`src/rtl/maze_pkg.sv`:
```
// Shared constants and enumerations for the 17x17 maze checker.
package maze_pkg;
  localparam int N      = 17;
  localparam int CELLS  = N * N;
  localparam int GOAL   = CELLS - 1;
  localparam int STEP_W = 16;

  // Sized copies so comparisons against 9/12-bit registers stay width-clean.
  localparam logic [8:0]  N9        = 9'd17;
  localparam logic [8:0]  CELLS9    = 9'd289;
  localparam logic [8:0]  GOAL9     = 9'd288;
  localparam logic [11:0] TIMEOUT12 = 12'd3000;

  typedef enum logic [1:0] {RIGHT, DOWN, LEFT, UP} dir_e;

  typedef enum logic [2:0] {
    ERR_NONE       = 3'd0,
    ERR_WALL       = 3'd1,
    ERR_BOUND      = 3'd2,
    ERR_TIMEOUT    = 3'd3,
    ERR_INCOMPLETE = 3'd4,
    ERR_OVERRUN    = 3'd5,
    ERR_PROTOCOL   = 3'd6
  } err_e;

  typedef enum logic [2:0] {IDLE, SEND, WAIT, WALK, FIN} state_e;
endpackage

```
`src/rtl/maze_step_calc.sv`:
```
// Next-cell computation for one move; edge detection uses compares against
// multiples of N so no divider is needed.
module maze_step_calc
  import maze_pkg::*;
(
  input  logic [8:0] pos,
  input  logic [1:0] dir,
  output logic [8:0] next_pos,
  output logic       out_of_bound
);

  logic col_first;
  logic col_last;
  logic row_first;
  logic row_last;

  always_comb begin
    col_first = 1'b0;
    col_last  = 1'b0;
    for (int r = 0; r < N; r++) begin
      if (pos == 9'(r * N))         col_first = 1'b1;
      if (pos == 9'(r * N + N - 1)) col_last  = 1'b1;
    end
  end

  assign row_first = (pos < N9);
  assign row_last  = (pos >= CELLS9 - N9);

  always_comb begin
    next_pos     = pos;
    out_of_bound = 1'b0;
    case (dir_e'(dir))
      RIGHT: begin next_pos = pos + 9'd1; out_of_bound = col_last;  end
      DOWN:  begin next_pos = pos + N9;   out_of_bound = row_last;  end
      LEFT:  begin next_pos = pos - 9'd1; out_of_bound = col_first; end
      UP:    begin next_pos = pos - N9;   out_of_bound = row_first; end
      default: begin next_pos = pos; out_of_bound = 1'b1; end
    endcase
  end

endmodule

```
`config.mk`:
```
export PLATFORM = sky130hd
export DESIGN_NAME = maze_step_calc
export DESIGN_NICKNAME = d
export VERILOG_FILES = /design/src/rtl/maze_pkg.sv /design/src/rtl/maze_step_calc.sv
export SDC_FILE = /design/constraint.sdc
export NUM_CORES = 1
export LEC_CHECK = 0
export CAP_MARGIN = 15
export CORE_MARGIN = 3
export CORE_UTILIZATION = 50
export DETAILED_ROUTE_END_ITERATION = 7
export DONT_BUFFER_PORTS = 1
export MAX_ROUTING_LAYER = met4
export PLACE_DENSITY = 0.68
export SETUP_SLACK_MARGIN = 0.2
export SYNTH_ARGS = -nofsm -noshare
export SYNTH_HDL_FRONTEND = slang
export SYNTH_SLANG_ARGS = --single-unit
export TNS_END_PERCENT = 5
```
`constraint.sdc`:
```
create_clock -name vclk -period 2.5
set_clock_uncertainty 0.05 [all_clocks]
set_input_delay 0.25 -clock vclk [all_inputs]
set_output_delay 0.25 -clock vclk [all_outputs]
set_load 0.02 [all_outputs]
```
Word level (Yosys, flattened, before mapping)
Cells that the tools add are included.

Register bits: 0. Output and inout port bits: 10.

Equality and inequality tests: 36. Mux-type cells: 36. Add/subtract/negate cells: 4. Reductions and logical operators: 2. $lt $le $gt $ge: 2.

Operators by type and width (number): equality test 9 x 8 -> 1 bit (second input constant) (16); equality test 9 x 7 -> 1 bit (second input constant) (8); equality test 9 x 6 -> 1 bit (second input constant) (4); case mux 9 bit (4 select lines) (1); 2-to-1 mux 1 bit (34); equality test 9 bit (second input constant) (3); equality test 9 x 5 -> 1 bit (second input constant) (2); adder 9 x 1 -> 9 bit (second input constant) (1); adder 9 x 5 -> 9 bit (second input constant) (1); greater-or-equal comparator 9 bit (second input constant) (1); logical NOT 9 bit (1); less-than comparator 9 x 5 -> 1 bit (second input constant) (1); subtractor 9 x 1 -> 9 bit (second input constant) (1); subtractor 9 x 5 -> 9 bit (second input constant) (1); equality test 2 bit (second input constant) (2); case mux 1 bit (4 select lines) (1); equality test 2 x 1 -> 1 bit (second input constant) (1); logical NOT 2 bit (1).

Logic depth before layout (Yosys ltp)
Depth after elaboration: 19. Gate-level depth with buffers: 10. Mapped depth without buffers: 10.

Worst setup path before layout
No wires, ideal clock.

Path kind: input to output. Start point: input dir[0]. End point: output next_pos[8]. Slack: -0.117 ns. Buffers on the path: 0. Cell stages on the path: 10. Data arrival time: 2.317 ns. Cells stage by stage: inv_1 -> ha_1 -> inv_1 -> fa_1 -> nor2b_1 -> o31ai_2 -> a2111oi_1 -> or3_1 -> a31oi_1 -> xnor2_1.

Longest elaborated chain between the ends: 2.

Ends and longest elaborated chain: start, declared (RTL line maze_step_calc.sv:7) `input logic [1:0] dir,`; equality test 2 bit (tied with other cells) (RTL line maze_step_calc.sv:32) `case (dir_e'(dir))`; case mux 9 bit (4 select lines) * (RTL line maze_step_calc.sv:32); end, declared (RTL line maze_step_calc.sv:8) `output logic [8:0] next_pos,`.

Every way passes the cells marked *; elsewhere a longest branch is shown, timed or not.

Worst setup path after layout
Same ends and word-level chain as after synthesis.

==> reports/qor_table.md <==
| Quantity | Value | Unit |
| --- | --- | --- |
| Total power after layout | 0.257 | mW |
| Startpoint-to-endpoint class of the critical path | in2out | - |
| Slew at the pin closest to its max-slew limit | 540 | ps |
| FF+latch count | 0 | - |
| Hold Path Origin | pos[0] | - |
| Leakage power figure | 0.480 | nW |
| Pin count of the biggest net entering global routing | 22 | - |
| Peak clock frequency supported by timing | 0.431 | GHz |
| Max VDD drop | 0.000135 | V |
| First drt pass iteration count | 4 | - |
| Aggregate routed wire length | 3010 | µm |
| Number of nets in the layout | 188 | - |
| Final-layout clock buffer total | 0 | - |
| Effective utilization at floorplan | 54.4 | % |
| Area of the mapped netlist | 1110 | µm² |
| Cell Pwr Density | 204 | nW/µm² |
| Number of nets in the synthesized netlist | 182 | - |
| DRC violation count after routing | 0 | - |
| Congestion Overflow GR | 0 | - |
| Antenna cell count | 0 | - |
| CP Launch Type | primary input | - |
| Maximum fanout along the worst path | 5 | - |
| Final Wtd Congestion | 0.918 | - |
| Type of the most critical hold path | in2out | - |
| Final Hold Fails | 0 | - |
| Terminating pin of the worst hold path | next_pos[0] | - |
| Violation count after the first detailed-routing iteration | 33 | - |
| Hold Path Stages | 1 | - |
| Avg Inst Size Synth | 7.21 | µm² |
| Sequential Area | 0 | µm² |
| Count of buffers inserted at the top-level ports | 0 | - |
| Number of different library cells in the post-synthesis netlist | 54 | - |
| First-pass GRT wire length | 5070 | µm |
| Routed length per placed instance | 16.2 | µm |
| Number of global-route vias before repair | 1117 | - |
| GR met3 Demand/Resource | 1.41 | % |
| Count of hold-fix buffers inserted at cts | 0 | - |
| Filler cell count | 189 | - |
| Post-layout min period | 2320 | ps |
| Antenna violations before repair | 0 | - |
| Highest-delay cell along the critical path | sky130_fd_sc_hd__a2111oi_2 | - |
| Number of routed nets with antenna violations | 0 | - |
| Top Usage Layer GRT | met2 | - |
| Top Ports | 21 | - |
| Met2 usage in global routing | 42.4 | % |
| List of cells traversed by the critical path | inv_12 -> ha_4 -> inv_4 -> fa_2 -> nor2b_2 -> o31ai_2 -> a2111oi_2 -> or3_1 -> a31oi_2 -> xnor2_2 | - |
| Portion of the post-synthesis area used by sequential elements | 0 | % |
| Total of warnings raised by yosys | 0 | - |
| Peak per-stage delay on the critical path | 360 | ps |
| Area of the multi-input gates | 1070 | µm² |
| Number of vias per cell | 6.32 | - |
| Arrival time reported for the critical path endpoint | 2020 | ps |
| Placed standard-cell area | 1210 | µm² |
| Final Slew Violations | 0 | - |
| Final worst-path cycle share | 92.8 | % |
| Run status | finished clean | - |
| Type of destination of the critical path | output pin | - |
| Setup repair after global routing missed its margin | true | - |
| Finish-stage setup viols | 0 | - |
| Standard-cell row count | 16 | - |
| Vias after detailed routing | 1169 | - |
| HPWL Detailed | 2330 | µm |
| Synth-to-Final Area Change | 13.3 | % |
| Layout cell share with drive strength beyond 1 | 22.2 | % |
| Die extent in y | 53.1 | µm |
| Mapped Cells | 154 | - |
| Area of the core | 2040 | µm² |
| Required time of the worst setup path | 2200 | ps |
| Relative slew margins | 63.0 | % |
| Final Instance Area | 1260 | µm² |
| Die width | 53.1 | µm |
| Global-route met1 utilization | 30.7 | % |
| Tot GR Track Use | 23.8 | % |
| Floorplan die area | 2820 | µm² |
| Max-cap check violation count | 0 | - |
## power by group
group	switching [mW]	internal [mW]
Clock	0	0
Combinational	0.144	0.113
Sequential	0	0
## worst max-delay path by stage
| stage | startpoint | slack (ps) | depth (start not counted) | endpoint |
|---|---|---|---|---|
| floorplan | dir[0] | 120 | 10 | next_pos[8] |
| global placement | dir[1] | 10 | 9 | next_pos[8] |
| detailed placement | dir[1] | -30 | 9 | next_pos[8] |
| CTS | dir[0] | 170 | 10 | next_pos[8] |
| global route | dir[0] | 70 | 10 | next_pos[8] |
| finish | dir[0] | 180 | 10 | next_pos[8] |
## cells in the mapped netlist, types with 2 or more instances
cell	number	area (µm²)
sky130_fd_sc_hd__nand4_1	4	25.0
sky130_fd_sc_hd__nor2_1	13	48.8
sky130_fd_sc_hd__o21ai_0	6	30.0
sky130_fd_sc_hd__clkbuf_1	2	7.51
sky130_fd_sc_hd__inv_1	11	41.3
sky130_fd_sc_hd__a21oi_2	2	17.5
sky130_fd_sc_hd__xor2_1	5	43.8
sky130_fd_sc_hd__nor2b_1	3	18.8
sky130_fd_sc_hd__buf_2	3	15.0
sky130_fd_sc_hd__a31oi_1	6	37.5
sky130_fd_sc_hd__and4_1	2	17.5
sky130_fd_sc_hd__ha_1	16	200
sky130_fd_sc_hd__nand3_1	3	15.0
sky130_fd_sc_hd__xnor2_1	7	61.3
sky130_fd_sc_hd__buf_6	2	22.5
sky130_fd_sc_hd__a21oi_1	13	65.1
sky130_fd_sc_hd__nand2_1	12	45.0
sky130_fd_sc_hd__buf_4	2	15.0
sky130_fd_sc_hd__nor3_1	7	35.0
## critical path: cells and delay by family
kind                     cells  cell delay [ps]
XOR/XNOR                     1              280
AO/OA/AOI/OAI                3              560
adder cells (fa/ha/maj)      2              510
AND/OR/NAND/NOR              2              340
buffers and inverters        2               70
## metal layers
layer	vias to the layer above	share of wire, %
met4	0	0.57
met5	-	0
met3	2	7.6
met1	543	42
li1	574	-
met2	50	50
## cells by family (layout without fill, tap and decap cells)
logic type / count (synthesis) / after routing / synth area share [%]
xor gates and xnor gates: 13 / 13 / 10.9
muxes: 1 / 1 / 0.901
AOI/OAI and AO/OA: 47 / 47 / 33.0
buffers and inverters: 21 / 25 / 9.46
and+or+nand+nor: 55 / 55 / 25.9
adders and majority gates: 17 / 17 / 19.8
## layout by cell type, fill, tap and decap left out, types with 2 or more instances in the layout
master                      instances
sky130_fd_sc_hd__ha_4               3
sky130_fd_sc_hd__nor2b_2            2
sky130_fd_sc_hd__ha_1              13
sky130_fd_sc_hd__a31oi_1            5
sky130_fd_sc_hd__xor2_1             5
sky130_fd_sc_hd__a21oi_2            2
sky130_fd_sc_hd__o21ai_0            5
sky130_fd_sc_hd__nor3_1             7
sky130_fd_sc_hd__nor2_1            13
sky130_fd_sc_hd__and4_1             2
sky130_fd_sc_hd__nand4_1            4
sky130_fd_sc_hd__nand2_1           12
sky130_fd_sc_hd__nor2b_1            2
sky130_fd_sc_hd__buf_4             13
sky130_fd_sc_hd__a2111oi_2          2
sky130_fd_sc_hd__a21oi_1           13
sky130_fd_sc_hd__nand3_1            3
sky130_fd_sc_hd__xnor2_1            6
sky130_fd_sc_hd__inv_1              9
## layout make-up
type	count	share of cell area [%]
inverter	12	4.77
tap	27	2.68
timing repair buffer	13	7.75
multi-input combinational	133	84.8
## metrics by stage
step / setup slack (ps) / hold slack, ps / setup TNS (ps) / util (%) / cells
2_1_floorplan: 116 / 527 / 0 / - / 154
3_3_place_gp: 11.0 / 537 / 0 / 59.5 / 184
3_5_place_dp: -32.3 / 541 / -32.3 / 59.5 / 184
4_1_cts: 170 / 541 / 0 / 61.6 / 185
5_1_grt: 69.4 / 545 / 0 / 61.6 / 185
6_report: 180 / 535 / 0 / 61.6 / 185
## timing repair
| item | in CTS | in global routing |
|---|---|---|
| endpoints found under the setup margin | 2 | 4 |
| buffers inserted | 1 | 0 |
| pin swaps | 8 | 0 |
| resized for setup | 5 | 0 |
| cloned | 0 | 0 |
No activity file was read; power rests on OpenSTA's default activity.
